[config.mk]
export PLATFORM = sky130hd
export DESIGN_NAME = mvm_uart_system
export DESIGN_NICKNAME = d
export VERILOG_FILES = /design/src/rtl/mvm_uart_system.sv
export SDC_FILE = /design/constraint.sdc
export NUM_CORES = 2
export LEC_CHECK = 0
export ABC_CLOCK_PERIOD_IN_PS = 12950
export BUFFER_PORTS_ARGS = -buffer_cell sky130_fd_sc_hd__buf_2
export CORE_MARGIN = 3
export CORE_UTILIZATION = 62
export CTS_BUF_LIST = sky130_fd_sc_hd__clkbuf_4 sky130_fd_sc_hd__clkbuf_8 sky130_fd_sc_hd__clkbuf_16
export CTS_CLUSTER_DIAMETER = 120
export CTS_CLUSTER_SIZE = 28
export DETAILED_ROUTE_END_ITERATION = 16
export PLACE_DENSITY_LB_ADDON = 0.12
export SETUP_SLACK_MARGIN = 0.1
export SLEW_MARGIN = 20
export SYNTH_ARGS = -nofsm -noshare
export SYNTH_HDL_FRONTEND = slang
export SYNTH_SLANG_ARGS = --single-unit
export TNS_END_PERCENT = 100
[constraint.sdc]
create_clock -name clk -period 12.95 [get_ports clk]
set_input_delay 0.6475 -clock clk [delete_from_list [all_inputs] [get_ports clk]]
set_output_delay 0.6475 -clock clk [all_outputs]
set_load 0.01 [all_outputs]
[src/rtl/mvm_uart_system.sv]
// mvm_uart_system: UART-fed signed y = K*x engine returning each y[r] as W_Y_OUT-bit bytes; `define MVM_UART_STOP_CHECK_EN drops bytes with a low stop bit.
module mvm_uart_system #(
  parameter int CLOCKS_PER_PULSE = 20833,
  parameter int BITS_PER_WORD = 8,
  parameter int PACKET_SIZE_TX = BITS_PER_WORD + 5,
  parameter int R = 3,
  parameter int C = 4,
  parameter int W_X = 8,
  parameter int W_K = 8
) (
  input  logic clk,
  input  logic rstn,
  input  logic rx,
  output logic tx
);
  localparam int W_Y_OUT = 32;
  localparam int W_Y = W_X + W_K + $clog2(C);
  localparam int W_BUS_KX = R*C*W_K + C*W_X;
  localparam int N_WORDS_KX = W_BUS_KX / BITS_PER_WORD;
  localparam int W_BUS_Y = R*W_Y_OUT;
  localparam int N_WORDS_Y = W_BUS_Y / BITS_PER_WORD;
  localparam int W_CNT = $clog2(CLOCKS_PER_PULSE + 1);
  localparam int W_BIT = $clog2(PACKET_SIZE_TX + 1);
  localparam int W_KXC = $clog2(N_WORDS_KX + 1);
  localparam int W_YC = $clog2(N_WORDS_Y + 1);
  localparam int W_ROW = $clog2(R + 1);

  typedef enum logic [1:0] {R_IDLE, R_START, R_DATA, R_STOP} rx_state_t;
  typedef enum logic {T_IDLE, T_SEND} tx_state_t;

  rx_state_t r_rx_state, w_rx_next;
  tx_state_t r_tx_state, w_tx_next;
  logic r_rx_s1, r_rx_s2;
  logic [W_CNT-1:0] r_rx_cnt, r_tx_cnt;
  logic [W_BIT-1:0] r_rx_bit, r_tx_bit;
  logic [BITS_PER_WORD-1:0] r_rx_byte;
  logic w_rx_tick, w_rx_valid;
  logic [W_KXC-1:0] r_kx_cnt;
  logic [W_BUS_KX-BITS_PER_WORD-1:0] r_kx_sh;
  logic [W_BUS_KX-1:0] w_kx_full, r_kx, r_pend;
  logic w_kx_done, r_pend_v;
  logic r_comp, r_y_v;
  logic [W_ROW-1:0] r_row;
  logic [W_BUS_Y-1:0] r_y;
  logic signed [W_Y-1:0] w_acc;
  logic w_free, w_src_pend, w_src_new;
  logic [W_YC-1:0] r_tx_idx, w_tx_sel;
  logic [PACKET_SIZE_TX-1:0] r_tx_sh, w_tx_frame;
  logic w_tx_start, w_bit_end, w_frame_end, w_tx_done;

  assign w_rx_tick = (r_rx_state == R_START) ? (r_rx_cnt == W_CNT'(CLOCKS_PER_PULSE/2 - 1))
                                             : (r_rx_cnt == W_CNT'(CLOCKS_PER_PULSE - 1));
`ifdef MVM_UART_STOP_CHECK_EN
  assign w_rx_valid = r_rx_state == R_STOP && w_rx_tick && r_rx_s2;
`else
  assign w_rx_valid = r_rx_state == R_STOP && w_rx_tick;
`endif

  always_ff @(posedge clk) begin
    if (rstn) begin
      r_rx_state <= R_IDLE;
      r_rx_s1 <= 1'b1;
      r_rx_s2 <= 1'b1;
    end else begin
      r_rx_state <= w_rx_next;
      r_rx_s1 <= rx;
      r_rx_s2 <= r_rx_s1;
    end
  end

  always_comb begin
    w_rx_next = r_rx_state;
    case (r_rx_state)
      R_IDLE:  if (!r_rx_s2) w_rx_next = R_START;
      R_START: if (w_rx_tick) w_rx_next = r_rx_s2 ? R_IDLE : R_DATA;
      R_DATA:  if (w_rx_tick && r_rx_bit == W_BIT'(BITS_PER_WORD - 1)) w_rx_next = R_STOP;
      R_STOP:  if (w_rx_tick) w_rx_next = R_IDLE;
      default: w_rx_next = R_IDLE;
    endcase
  end

  always_ff @(posedge clk) begin
    if (rstn || r_rx_state == R_IDLE || w_rx_tick) r_rx_cnt <= '0;
    else r_rx_cnt <= r_rx_cnt + 1'b1;
    if (rstn || r_rx_state != R_DATA) r_rx_bit <= '0;
    else if (w_rx_tick) r_rx_bit <= r_rx_bit + 1'b1;
    if (rstn) r_rx_byte <= '0;
    else if (r_rx_state == R_DATA && w_rx_tick) r_rx_byte <= {r_rx_s2, r_rx_byte[BITS_PER_WORD-1:1]};
  end

  assign w_kx_full = {r_rx_byte, r_kx_sh};
  assign w_kx_done = w_rx_valid && r_kx_cnt == W_KXC'(N_WORDS_KX - 1);

  always_ff @(posedge clk) begin
    if (rstn) begin
      r_kx_cnt <= '0;
      r_kx_sh <= '0;
    end else if (w_rx_valid) begin
      r_kx_cnt <= w_kx_done ? '0 : r_kx_cnt + 1'b1;
      r_kx_sh <= w_kx_full[W_BUS_KX-1:BITS_PER_WORD];
    end
  end

  assign w_free = !r_comp && !r_y_v && (r_tx_state == T_IDLE || w_tx_done);
  assign w_src_pend = w_free && r_pend_v;
  assign w_src_new = w_free && !r_pend_v && w_kx_done;

  always_comb begin
    w_acc = '0;
    for (int c = 0; c < C; c++)
      w_acc = w_acc + W_Y'($signed(r_kx[c*W_X +: W_X]) * $signed(r_kx[C*W_X + (int'(r_row)*C + c)*W_K +: W_K]));
  end

  always_ff @(posedge clk) begin
    if (rstn) begin
      r_kx <= '0;
      r_pend <= '0;
      r_pend_v <= 1'b0;
      r_comp <= 1'b0;
      r_y_v <= 1'b0;
      r_row <= '0;
      r_y <= '0;
    end else begin
      if (w_src_pend || w_src_new) begin
        r_kx <= w_src_pend ? r_pend : w_kx_full;
        r_comp <= 1'b1;
        r_row <= '0;
      end else if (r_comp) begin
        r_y[int'(r_row)*W_Y_OUT +: W_Y_OUT] <= W_Y_OUT'(w_acc);
        r_row <= r_row + 1'b1;
        if (r_row == W_ROW'(R - 1)) begin
          r_comp <= 1'b0;
          r_y_v <= 1'b1;
        end
      end
      if (w_tx_start) r_y_v <= 1'b0;
      if (w_kx_done && !w_src_new) begin
        r_pend <= w_kx_full;
        r_pend_v <= 1'b1;
      end else if (w_src_pend) r_pend_v <= 1'b0;
    end
  end

  assign w_tx_start = r_tx_state == T_IDLE && r_y_v;
  assign w_bit_end = r_tx_cnt == W_CNT'(CLOCKS_PER_PULSE - 1);
  assign w_frame_end = w_bit_end && r_tx_bit == W_BIT'(PACKET_SIZE_TX - 1);
  assign w_tx_done = r_tx_state == T_SEND && w_frame_end && r_tx_idx == W_YC'(N_WORDS_Y - 1);
  assign w_tx_sel = w_tx_start ? '0 : r_tx_idx + 1'b1;
  assign w_tx_frame = {{(PACKET_SIZE_TX-BITS_PER_WORD-1){1'b1}}, r_y[int'(w_tx_sel)*BITS_PER_WORD +: BITS_PER_WORD], 1'b0};
  assign tx = r_tx_sh[0];

  always_ff @(posedge clk) r_tx_state <= rstn ? T_IDLE : w_tx_next;

  always_comb begin
    w_tx_next = r_tx_state;
    if (w_tx_start) w_tx_next = T_SEND;
    else if (w_tx_done) w_tx_next = T_IDLE;
  end

  always_ff @(posedge clk) begin
    if (rstn) begin
      r_tx_sh <= '1;
      r_tx_cnt <= '0;
      r_tx_bit <= '0;
      r_tx_idx <= '0;
    end else if (w_tx_start) begin
      r_tx_sh <= w_tx_frame;
      r_tx_cnt <= '0;
      r_tx_bit <= '0;
      r_tx_idx <= '0;
    end else if (r_tx_state == T_SEND) begin
      r_tx_cnt <= w_bit_end ? '0 : r_tx_cnt + 1'b1;
      if (w_frame_end) begin
        r_tx_bit <= '0;
        r_tx_idx <= w_tx_sel;
        r_tx_sh <= w_tx_done ? '1 : w_tx_frame;
      end else if (w_bit_end) begin
        r_tx_bit <= r_tx_bit + 1'b1;
        r_tx_sh <= {1'b1, r_tx_sh[PACKET_SIZE_TX-1:1]};
      end
    end
  end
endmodule

# Yosys cells after proc, flatten, opt, wreduce, memory -nomap -nowiden
# Index checks and enable logic that the tools add are counted.
# word_totals
register_bits,550
latch_bits,0
ramBits,0
romBits,0
in_bits,3
out_inout_bits,1
word_cells,131
memories,0
# op_classes
addsub,18
n_mul,4
n_div,0
n_lt_le_gt_ge,0
eq_ne,16
shifts,7
n_mux,26
n_bitwise,2
reduce_logical,37
# op_table
op,count
128-bit by 10-bit indexed part select with 8-bit output,3
128-bit 2-to-1 mux,1
128-bit by 9-bit indexed part select with 8-bit output,1
96-bit bitwise mux,1
"32-bit by 33-bit variable shift with 96-bit output, first input constant",1
32-bit by 33-bit indexed part select with 96-bit output,1
96-bit by 8-bit indexed part select with 8-bit output,1
8-bit by 8-bit multiplier with 16-bit output,4
7-bit negation with 33-bit output,1
"15-bit by 1-bit adder with 15-bit output, second input constant",2
"15-bit equality test, second input constant",2
"6-bit by 8-bit adder with 9-bit output, first input constant",3
9-bit 2-to-1 mux,3
13-bit 2-to-1 mux,2
17-bit by 16-bit adder with 18-bit output,1
18-bit by 16-bit adder with 18-bit output,1
16-bit by 16-bit adder with 17-bit output,1
"15-bit by 14-bit equality test with 1-bit output, second input constant",1
15-bit 2-to-1 mux,1
1-bit logical AND,14
"4-bit by 1-bit adder with 4-bit output, second input constant",3
4-bit 2-to-1 mux,3
"4-bit by 2-bit adder with 5-bit output, second input constant",2
2-bit 2-to-1 mux,5
other kinds (23),52

# Depth between registers and ports, before layout
# logic_depth
ltp_word,11
ltp_mapped,28

# Worst setup path after synthesis
# OpenSTA, ideal clock, no wires.
# synth_timing
path_kind,flip-flop to flip-flop
startpoint,register r_row[0]
endpoint,register r_y[31]
setup_time_ns,0.117
t_arrival_ns,7.477
path_slack_ns,5.355
path_stages_with_launch,26
cell_sequence,dfxtp_1 > clkbuf_1 > buf_1 > buf_1 > o22ai_1 > and2_1 > fa_1 > inv_1 > fa_1 > fa_1 > fa_1 > fa_1 > inv_1 > fa_1 > inv_1 > fa_1 > inv_1 > fa_1 > ha_1 > nor2b_1 > o31a_1 > o41ai_1 > a21oi_1 > xnor2_1 > nor2_1 > a32o_1
# synth_via
elab_chain_len,9
word_cells_on_any_way,22
# synth_lines
item,line_no,text
"start, declared",43,logic [W_ROW-1:0] r_row;
"start signal, assigned",130,r_row <= r_row + 1'b1;
4-bit by 1-bit adder with 5-bit output,111,w_acc = w_acc + W_Y'($signed(r_kx[c*W_X +: W_X]) * $signed(r_kx[C*W_X + (int'(r_row)*C + c)*W_K +: W_K]));
6-bit by 8-bit adder with 9-bit output,111,
128-bit by 10-bit indexed part select with 8-bit output,111,
8-bit by 8-bit multiplier with 16-bit output,111,
16-bit by 16-bit adder with 17-bit output,111,
17-bit by 16-bit adder with 18-bit output,111,
18-bit by 16-bit adder with 18-bit output,111,
32-bit by 33-bit indexed part select with 96-bit output,129,r_y[int'(r_row)*W_Y_OUT +: W_Y_OUT] <= W_Y_OUT'(w_acc);
96-bit bitwise mux *,129,
"end signal, assigned by index",129,
"end, declared",44,logic [W_BUS_Y-1:0] r_y;
# Every way passes the cells marked *; elsewhere a longest branch is shown, timed or not.
# A chain may end at the register's enable or synchronous reset.

# Worst setup path after layout
# layout_timing
startpoint,register r_row[0]
endpoint,register r_y[63]
# The elaborated chain is that of the path after synthesis.

==> metrics <==
status=completed; maximum clock insertion buffer count=3; ANT nets after route=0; dpl ws=3940 ps; share of post-route cells with drive strength above 1=0.0656; CTS tree=built; Resized Gates After CTS=0; vias per inst=5.94; total routed wirelength=83,200 um; Final GP Congestion=0.939; Die ar.=54,900 um2; maxcap violations=0; fin crit period=9040 ps; hpwl dp=56,500 um; post-synthesis cell count=3,746; clk slew on worst S/H paths=110 ps; Residual DRC=0; total number of vias=25,200; Worst Path Arrival=9520 ps; Pwr Total=2.40 mW; largest net degree at the start of global routing=104; nets=3,994; post-route cell area=32,900 um2; Fin. Hold Viols=0; Peak Freq=111 MHz; post-synthesis register bit count=504; hold buffers post-CTS=0; count of cell types in the netlist=76; GRT overflow=0; WP data required=13,440 ps; H-tree Lvls=1; Setup WS post-layout=3910 ps; Least-Margin Pin Slew=1160 ps; post-synthesis async set-or-reset flop share=0; highest-count cells in the layout ignoring fill and taps=nand2_1, dfxtp_1, inv_1; endpoint type of the worst setup path=flip-flop; Post-CTS Setup Inserts=0; Pleak=13.0 nW; synthesized area per cell=8.63 um2; Root Driver=clkbuf_16; Avg WL per Cell=19.6 um; Ports=4; CP Launch Type=flip-flop; cts bufs inserted=22; Slew Limit Fails=0; Die Span Y=234 um; worst vdd ir=0.123 mV; Pwr Density=72.8 nW/um2; Core ar.=51,400 um2; final cycle utilization of the critical path=0.698; EDFF count, synth=0; Starting Density=0.629; Worst Reg-to-Reg Cells=21; CP max FO=69; setup TNS=0 ps; post-synthesis net count=4,178; clock sink count=504; GRT Total Usage=0.303; drt pass-1 iters=8; RSZ-0062 raised after global routing=no; Synth-to-Final Area Change=1.86%; initial antenna violation count=0; first-pass GRT wire length=134,000 um; crit path kind=flip-flop to flip-flop; Iteration-0 DRC Markers=2,294; antenna fix cells=0; Rel. slew slack=0.225; commonest non-fill, non-tap cell in the layout=nand2_1; worst hold-check path type=primary input to flip-flop; Netlist Area Pre-Place=32,300 um2; vias in the first global route=25,000; hold depth=2; Die X=234 um; Final setup viols=0; worst skew pair latency=590 ps; placed cell areas=32,300 um2; sequential area share after synthesis=0.312; Worst Skew=38.6 ps; port bufs=3; num rows=83; number of synthesis warnings=0; top_reg_cell synth=dfxtp_1
[final timing paths]
kind | startpoint | end | slack (ps)
worst max-delay path | r_row[0] | r_y[63] | 3910
worst min-delay path | rx | r_rx_s1 | 240
worst max register to register | r_row[0] | r_y[63] | 3910
worst min register to register | r_rx_s1 | r_rx_s2 | 430
[cell usage after synthesis (4+ instances only)]
cell type,instances,area [um2]
nand4_1,7,43.8
nand2_2,49,307
a31oi_1,4,25.0
o21ai_1,4,20.0
buf_2,53,265
nand2_1,611,2290
mux2i_1,47,470
xnor2_1,32,280
buf_12,6,120
o311ai_0,4,35.0
a221o_1,6,60.1
nor3_1,37,185
nor2b_1,9,56.3
and3_1,11,68.8
inv_1,420,1580
nor2_1,129,484
nand3b_1,4,30.0
and2_1,139,870
o31ai_1,4,30.0
dfxtp_1,504,10100
o22ai_1,47,294
nand3_1,22,110
ha_1,111,1390
o21ai_0,279,1400
a32o_1,15,150
or2_2,6,37.5
or3_1,132,826
buf_8,5,75.1
o21a_1,6,45.0
a21oi_2,96,841
fa_1,318,6370
nand2b_1,14,87.6
a21oi_1,326,1630
xor2_1,26,228
buf_1,16,60.1
clkbuf_1,151,567
a22oi_1,32,240
a221oi_1,12,105
[routing by layer]
| layer | up-vias | global-route usage | routed length [um] |
|---|---|---|---|
| met5 | - | 0 | 0 |
| met3 | 108 | 0.0395 | 5300 |
| met4 | 0 | 0.0712 | 1780 |
| li1 | 11800 | - | - |
| met1 | 12600 | 0.429 | 37100 |
| met2 | 819 | 0.497 | 39000 |
[through the flow]
step	hold WS [ps]	utilization	instances
after global routing	225	0.640	4245
after detailed placement	409	0.628	4217
after global placement	403	0.628	4217
final	244	0.640	4245
after floorplan	389	-	3746
after CTS	220	0.640	4244
[cell families after synthesis]
kind of cell	after synthesis	synth area share
xor gates and xnor gates	59	0.0164
and+or+nand+nor	1192	0.174
AOI/OAI and AO/OA	855	0.157
adders and majority gates	429	0.240
muxes	51	0.0167
DFF	504	0.312
buffers and inverters	656	0.0840
[final cells by class]
class / instances / area (um2)
clock inverters: 3 / 51.3
well taps: 680 / 851
repair buffers: 28 / 213
clock buffers: 24 / 566
fillers: 4425 / 18500
multi-input cells: 2586 / 19600
flip-flops and latches: 504 / 10100
inverters: 420 / 1580
[worst max-delay path, cell delays in order, from the launching register on]
cell and delay, ps:
dfxtp_4 990, mux2i_1 170, o22ai_1 830, nand2_1 350, fa_1 800, inv_1 150
fa_1 560, inv_1 110, fa_1 610, fa_1 460, fa_1 520, fa_1 530
fa_1 550, inv_1 60, fa_1 430, xor2_1 210, xnor2_1 160, xnor3_1 440
xnor2_1 420, xnor2_1 180, nor2_1 90, a32o_1 260
[state kept, by name (all words and copies together), names as in the netlist, 5 cells and up, named ones only]
register   cells
r_kx         128
r_kx_cnt       5
r_kx_sh      120
r_rx_cnt      15
r_rx_byte      8
r_tx_sh        9
r_y           54
r_pend       128
r_tx_cnt      15
[report_power, final]
part / leakage, nW / switching (mW) / internal (mW)
logic: 8.59 / 0.0291 / 0.00337
registers: 4.06 / 0.000860 / 1.55
clock network: 0.303 / 0.492 / 0.321
total: 13.0 / 0.522 / 1.87
Power figures use the tool's default switching activity.
